`config.mk`:
```
export PLATFORM = sky130hd
export DESIGN_NAME = reload_down_timer
export DESIGN_NICKNAME = d
export VERILOG_FILES = /design/src/rtl/reload_down_timer.sv
export SDC_FILE = /design/constraint.sdc
export NUM_CORES = 1
export LEC_CHECK = 0
export CAP_MARGIN = 20
export CORE_UTILIZATION = 52
export CTS_CLUSTER_SIZE = 8
export DETAILED_ROUTE_END_ITERATION = 6
export GPL_TIMING_DRIVEN = 0
export PLACE_DENSITY = 0.85
export SYNTH_ARGS = -nofsm -noshare
export SYNTH_HDL_FRONTEND = slang
export SYNTH_SLANG_ARGS = --single-unit
```
`constraint.sdc`:
```
create_clock -name clk -period 5 [get_ports clk]
set_clock_uncertainty 0.2 [all_clocks]
set_input_delay 1 -clock clk [delete_from_list [all_inputs] [get_ports clk]]
set_output_delay 1 -clock clk [all_outputs]
set_load 0.02 [all_outputs]
```
`src/rtl/reload_down_timer.sv`:
```
`default_nettype none
// ============================================================================
// Module      : reload_down_timer
// Description : Programmable reloading down-counter. Counts toward zero and
//               reloads from a stored period register at terminal count,
//               emitting a one-cycle expire pulse and keeping a saturating
//               count of completed periods.
//               Optional one-shot mode: RELOAD_DOWN_TIMER_ONESHOT_EN
// Revision    : 1.0 - initial release
// ============================================================================
module reload_down_timer #(
  parameter int WIDTH  = 4,
  parameter int WRAP_W = 8
) (
  input  logic              clk,
  input  logic              reset_n,
  input  logic              en_i,
  input  logic              load_i,
  input  logic [WIDTH-1:0]  load_val_i,
`ifdef RELOAD_DOWN_TIMER_ONESHOT_EN
  input  logic              oneshot_i,
`endif
  output logic [WIDTH-1:0]  count_o,
  output logic              expire_o,
  output logic              busy_o,
  output logic [WRAP_W-1:0] wraps_o
);

  typedef enum logic [1:0] {
    S_IDLE = 2'd0,
    S_RUN  = 2'd1
`ifdef RELOAD_DOWN_TIMER_ONESHOT_EN
    ,
    S_DONE = 2'd2
`endif
  } state_t;

  localparam logic [WRAP_W-1:0] c_WRAP_MAX = {WRAP_W{1'b1}};

  state_t            r_state;
  state_t            w_state_nxt;
  logic [WIDTH-1:0]  r_reload;
  logic [WIDTH-1:0]  w_reload_nxt;
  logic [WIDTH-1:0]  r_count;
  logic [WIDTH-1:0]  w_count_nxt;
  logic [WRAP_W-1:0] r_wraps;
  logic [WRAP_W-1:0] w_wraps_nxt;
  logic              r_expire;
  logic              w_expire_nxt;
  logic              r_busy;
  logic              w_busy_nxt;
  logic              w_oneshot;

`ifdef RELOAD_DOWN_TIMER_ONESHOT_EN
  assign w_oneshot = oneshot_i;
`else
  assign w_oneshot = 1'b0;
`endif

  // State and datapath registers; every output comes straight from a flop.
  always_ff @(posedge clk) begin
    if (!reset_n) begin
      r_state  <= S_IDLE;
      r_reload <= '0;
      r_count  <= '0;
      r_wraps  <= '0;
      r_expire <= 1'b0;
      r_busy   <= 1'b0;
    end else begin
      r_state  <= w_state_nxt;
      r_reload <= w_reload_nxt;
      r_count  <= w_count_nxt;
      r_wraps  <= w_wraps_nxt;
      r_expire <= w_expire_nxt;
      r_busy   <= w_busy_nxt;
    end
  end

  // Next-state and next-datapath logic; load beats terminal count.
  always_comb begin
    w_state_nxt  = r_state;
    w_reload_nxt = r_reload;
    w_count_nxt  = r_count;
    w_wraps_nxt  = r_wraps;
    w_expire_nxt = 1'b0;

    if (load_i) begin
      w_reload_nxt = load_val_i;
      w_count_nxt  = load_val_i;
      w_wraps_nxt  = '0;
      // A zero period cannot run: reload_ff is never 0 while in RUN.
      w_state_nxt  = (load_val_i != '0) ? S_RUN : S_IDLE;
    end else begin
      case (r_state)
        S_RUN: begin
          if (en_i) begin
            if (r_count != '0) begin
              w_count_nxt = r_count - 1'b1;
            end else begin
              w_expire_nxt = 1'b1;
              if (r_wraps != c_WRAP_MAX) begin
                w_wraps_nxt = r_wraps + 1'b1;
              end
`ifdef RELOAD_DOWN_TIMER_ONESHOT_EN
              if (w_oneshot) begin
                w_count_nxt = '0;
                w_state_nxt = S_DONE;
              end else begin
                w_count_nxt = r_reload;
              end
`else
              w_count_nxt = r_reload;
`endif
            end
          end
        end
        // IDLE and DONE hold everything until the next load.
        default: begin
          w_state_nxt = r_state;
        end
      endcase
    end

    w_busy_nxt = (w_state_nxt == S_RUN);
  end

  // One-shot select is unused when the feature is compiled out.
  logic w_unused;
  assign w_unused = w_oneshot;

  assign count_o  = r_count;
  assign expire_o = r_expire;
  assign busy_o   = r_busy;
  assign wraps_o  = r_wraps;

endmodule
`default_nettype wire

```
==> metrics <==
Reg2Reg Depth=7; Hold Path Sink=r_state[1]$_SDFF_PN0_; most frequent cell after synthesis=dfxtp_1; crit path capture type=output pin; Final period util=between 50% and 60%; DRC viols=0; Netlist cell types=39; number of synthesized flops with an enable pin=0; Die X=45.6 µm; Synth Register Bits=20; Hold-fix buffers, CTS=0; die extent in y=45.6 µm; LEAKAGE=0.000487 µW; prevailing post-synth register cell=dfxtp_1; CTS sink cnt=20; yosys warns=0; fin. max-slew vios=0; Mapped Area=988 µm²; First-pass DRT Iterations=4; Final HPWL DP=around 1500 µm; final WL=around 2100 µm; max frequency=376 MHz; CTS tree=built; FP Rows=15; critical path fanouts, max=7; Cell Pwr Density=between 200 and 300 nW/µm²; Slew headroom=69.8%; CP top delay family=buffers and inverters; wire per inst=approximately 13 µm; R2R setup slack=2.92 ns; area grow syn2layout=29.7%; Final #Nets=around 150; post_cts resized=0; Initial Util=between 50% and 60%; GRT overflow=0; Slowest-stage cell, CP=clkdlybuf4s50_1; largest area contributor in the netlist=dfxtp_1; synth cell count leaders=dfxtp_1, a21oi_1, nor2_1, nand2_1, nor3_1; FILL cells=~140; Avg Cell Area, Syn=approximately 9 µm²; ranking of synthesized cells by area=dfxtp_1, a21oi_1, mux2i_1, nor2_1, nor2b_1; RSZ-0062 raised after global routing=no; TNS Setup=0 ns; pin count of the biggest net entering global routing=13; async set-reset flop share out of synthesis=0%; share of layout cells above drive strength 1=10.4%; PortBufs=21; Data required, critical path=3.80 ns; Post-Synthesis Cells=110; die area=approximately 2100 µm²; CTS H-tree depth=1; Placer Congestion=slightly above 0.8; Max Root-Sink Buffers=2; max-cap violations=0; reg2reg end=wraps_o[6]$_SDFFE_PP0P_; Worst-Skew Late Latency=roughly 0.30 ns; vias in the first global route=between 800 and 900; GRT Total Usage=about a quarter; sequential share of the synthesized area=about two fifths; Top-Level Pins=22; Setup Buffers After CTS=0; Post-DRT Antenna Nets=0; core area=1750 µm²; clock root cell=clkbuf_4; Worst Max-Slew Pin Slew=0.447 ns; first-pass GRT wire length=about 3400 µm; hold_sp=r_state[1]$_SDFF_PN0_; Reg-to-Reg Start=count_o[0]$_SDFFE_PN0P_; Worst EP arrival=~1.5 ns; initial antenna violation count=0; Hold Path Class=flop to flop; fin crit period=about 2.7 ns; CP peak stage delay=~0.67 ns; DR vias=between 900 and 1000; Design Area, Final=around 1300 µm²; WHS Path Cells=2; Setup Crit Path Kind=flop to output pin; Iter 0 DRT Violations=45; startpoint types=flop; Setup violations, final=0; Buf+Inv Stages, Crit Path=1; crit-path cells=clkdlybuf4s50_1; Post-DP Area=around 1200 µm²; final hold vios=0; drt via density=about 5.7; outcome=complete, no violations; CTS Buf Count=3; antenna fix cells=0; Mapped Nets=120; CTS clock-pin slew for the worst setup and hold paths=roughly 0.12 ns; Synth top area share=between 40% and 50%; Peak VDD IR=0.000225 V
## worst register-to-register path: cells and delay by family, from the launching register on
| kind | cells | cell delay [ns] |
|---|---|---|
| buffers and inverters | 2 | 0.24 |
| adder cells (fa/ha/maj) | 1 | 0.25 |
| AND/OR/NAND/NOR | 4 | 0.92 |
| flip-flops | 1 | 0.38 |
## routing by layer
metal	up-vias	share of wire (%)	global-route usage [%]
met3	2	4.1	5.95
li1	456	-	-
met4	0	0.71	12.1
met1	421	48	28.2
met5	-	0	0
met2	25	47	38.3
## cell type report
class	instances	area, µm²	share of cell area, %
flip-flops and latches	20	400	31.2
well taps	25	31.3	2.44
multi-input cells	82	544	42.4
inverters	4	15.0	1.17
plain buffers	4	28.8	2.24
repair buffers	21	210	16.4
clock inverters	1	30.0	2.34
clock buffers	3	22.5	1.76
## cell families (layout without fill, tap and decap cells)
logic type	count (synthesis)	after routing	share of synthesized area (%)
mux	4	4	4.05
simple gates	49	49	30.6
buf+inv	8	33	4.43
xor+xnor	1	1	0.886
fa+ha+maj	2	2	2.53
flops	20	20	40.5
compound gates	26	26	17.0
## state kept, by name (all words and copies together), names as in the netlist
name / count
wraps_o: 8
r_state: 2
r_reload: 4
busy_o: 1
count_o: 4
expire_o: 1
## power by group
group / leakage (µW) / internal, µW / total [µW] / switching, µW
Clock: 0.0000279 / 81.0 / 133 / 51.9
Sequential: 0.000164 / 165 / 171 / 5.75
Combinational: 0.000295 / 25.0 / 52.0 / 27.0
## worst max-delay path by stage
| stage | startpoint | endpoint | slack, ns | cells after the start |
|---|---|---|---|---|
| after floorplan | en_i | wraps_o[0]$_SDFFE_PP0P_ | 2.91 | 5 |
| after global placement | en_i | wraps_o[6]$_SDFFE_PP0P_ | 2.33 | 5 |
| after detailed placement | en_i | wraps_o[6]$_SDFFE_PP0P_ | 2.28 | 5 |
| after CTS | count_o[2]$_SDFFE_PN0P_ | count_o[2] | 2.34 | 1 |
| after global routing | wraps_o[7]$_SDFFE_PP0P_ | wraps_o[7] | 2.28 | 1 |
| final | count_o[2]$_SDFFE_PN0P_ | count_o[2] | 2.34 | 1 |
## cells in the final DEF (no fill, tap or decap), drive strengths merged, types with 3 or more instances in the layout
master,n
a21oi,10
and3,4
buf,4
clkbuf,3
clkdlybuf4s50,21
dfxtp,20
inv,4
mux2i,4
nand2,7
nand4,3
nor2,9
nor2b,5
nor3,7
o21ai,5
## per-stage QoR
step | total power [µW] | hold WS, ns | cells | setup slack [ns] | utilization (%)
5_1_grt | 372 | 0.317 | 160 | 2.28 | 73.5
6_report | 356 | 0.279 | 160 | 2.34 | 73.5
2_1_floorplan | 206 | 0.234 | 110 | 2.91 | -
3_5_place_dp | 226 | 0.267 | 156 | 2.28 | 70.5
4_1_cts | 359 | 0.284 | 160 | 2.34 | 73.5
3_3_place_gp | 224 | 0.251 | 156 | 2.33 | 70.5
(Power assumes the default switching activity.)
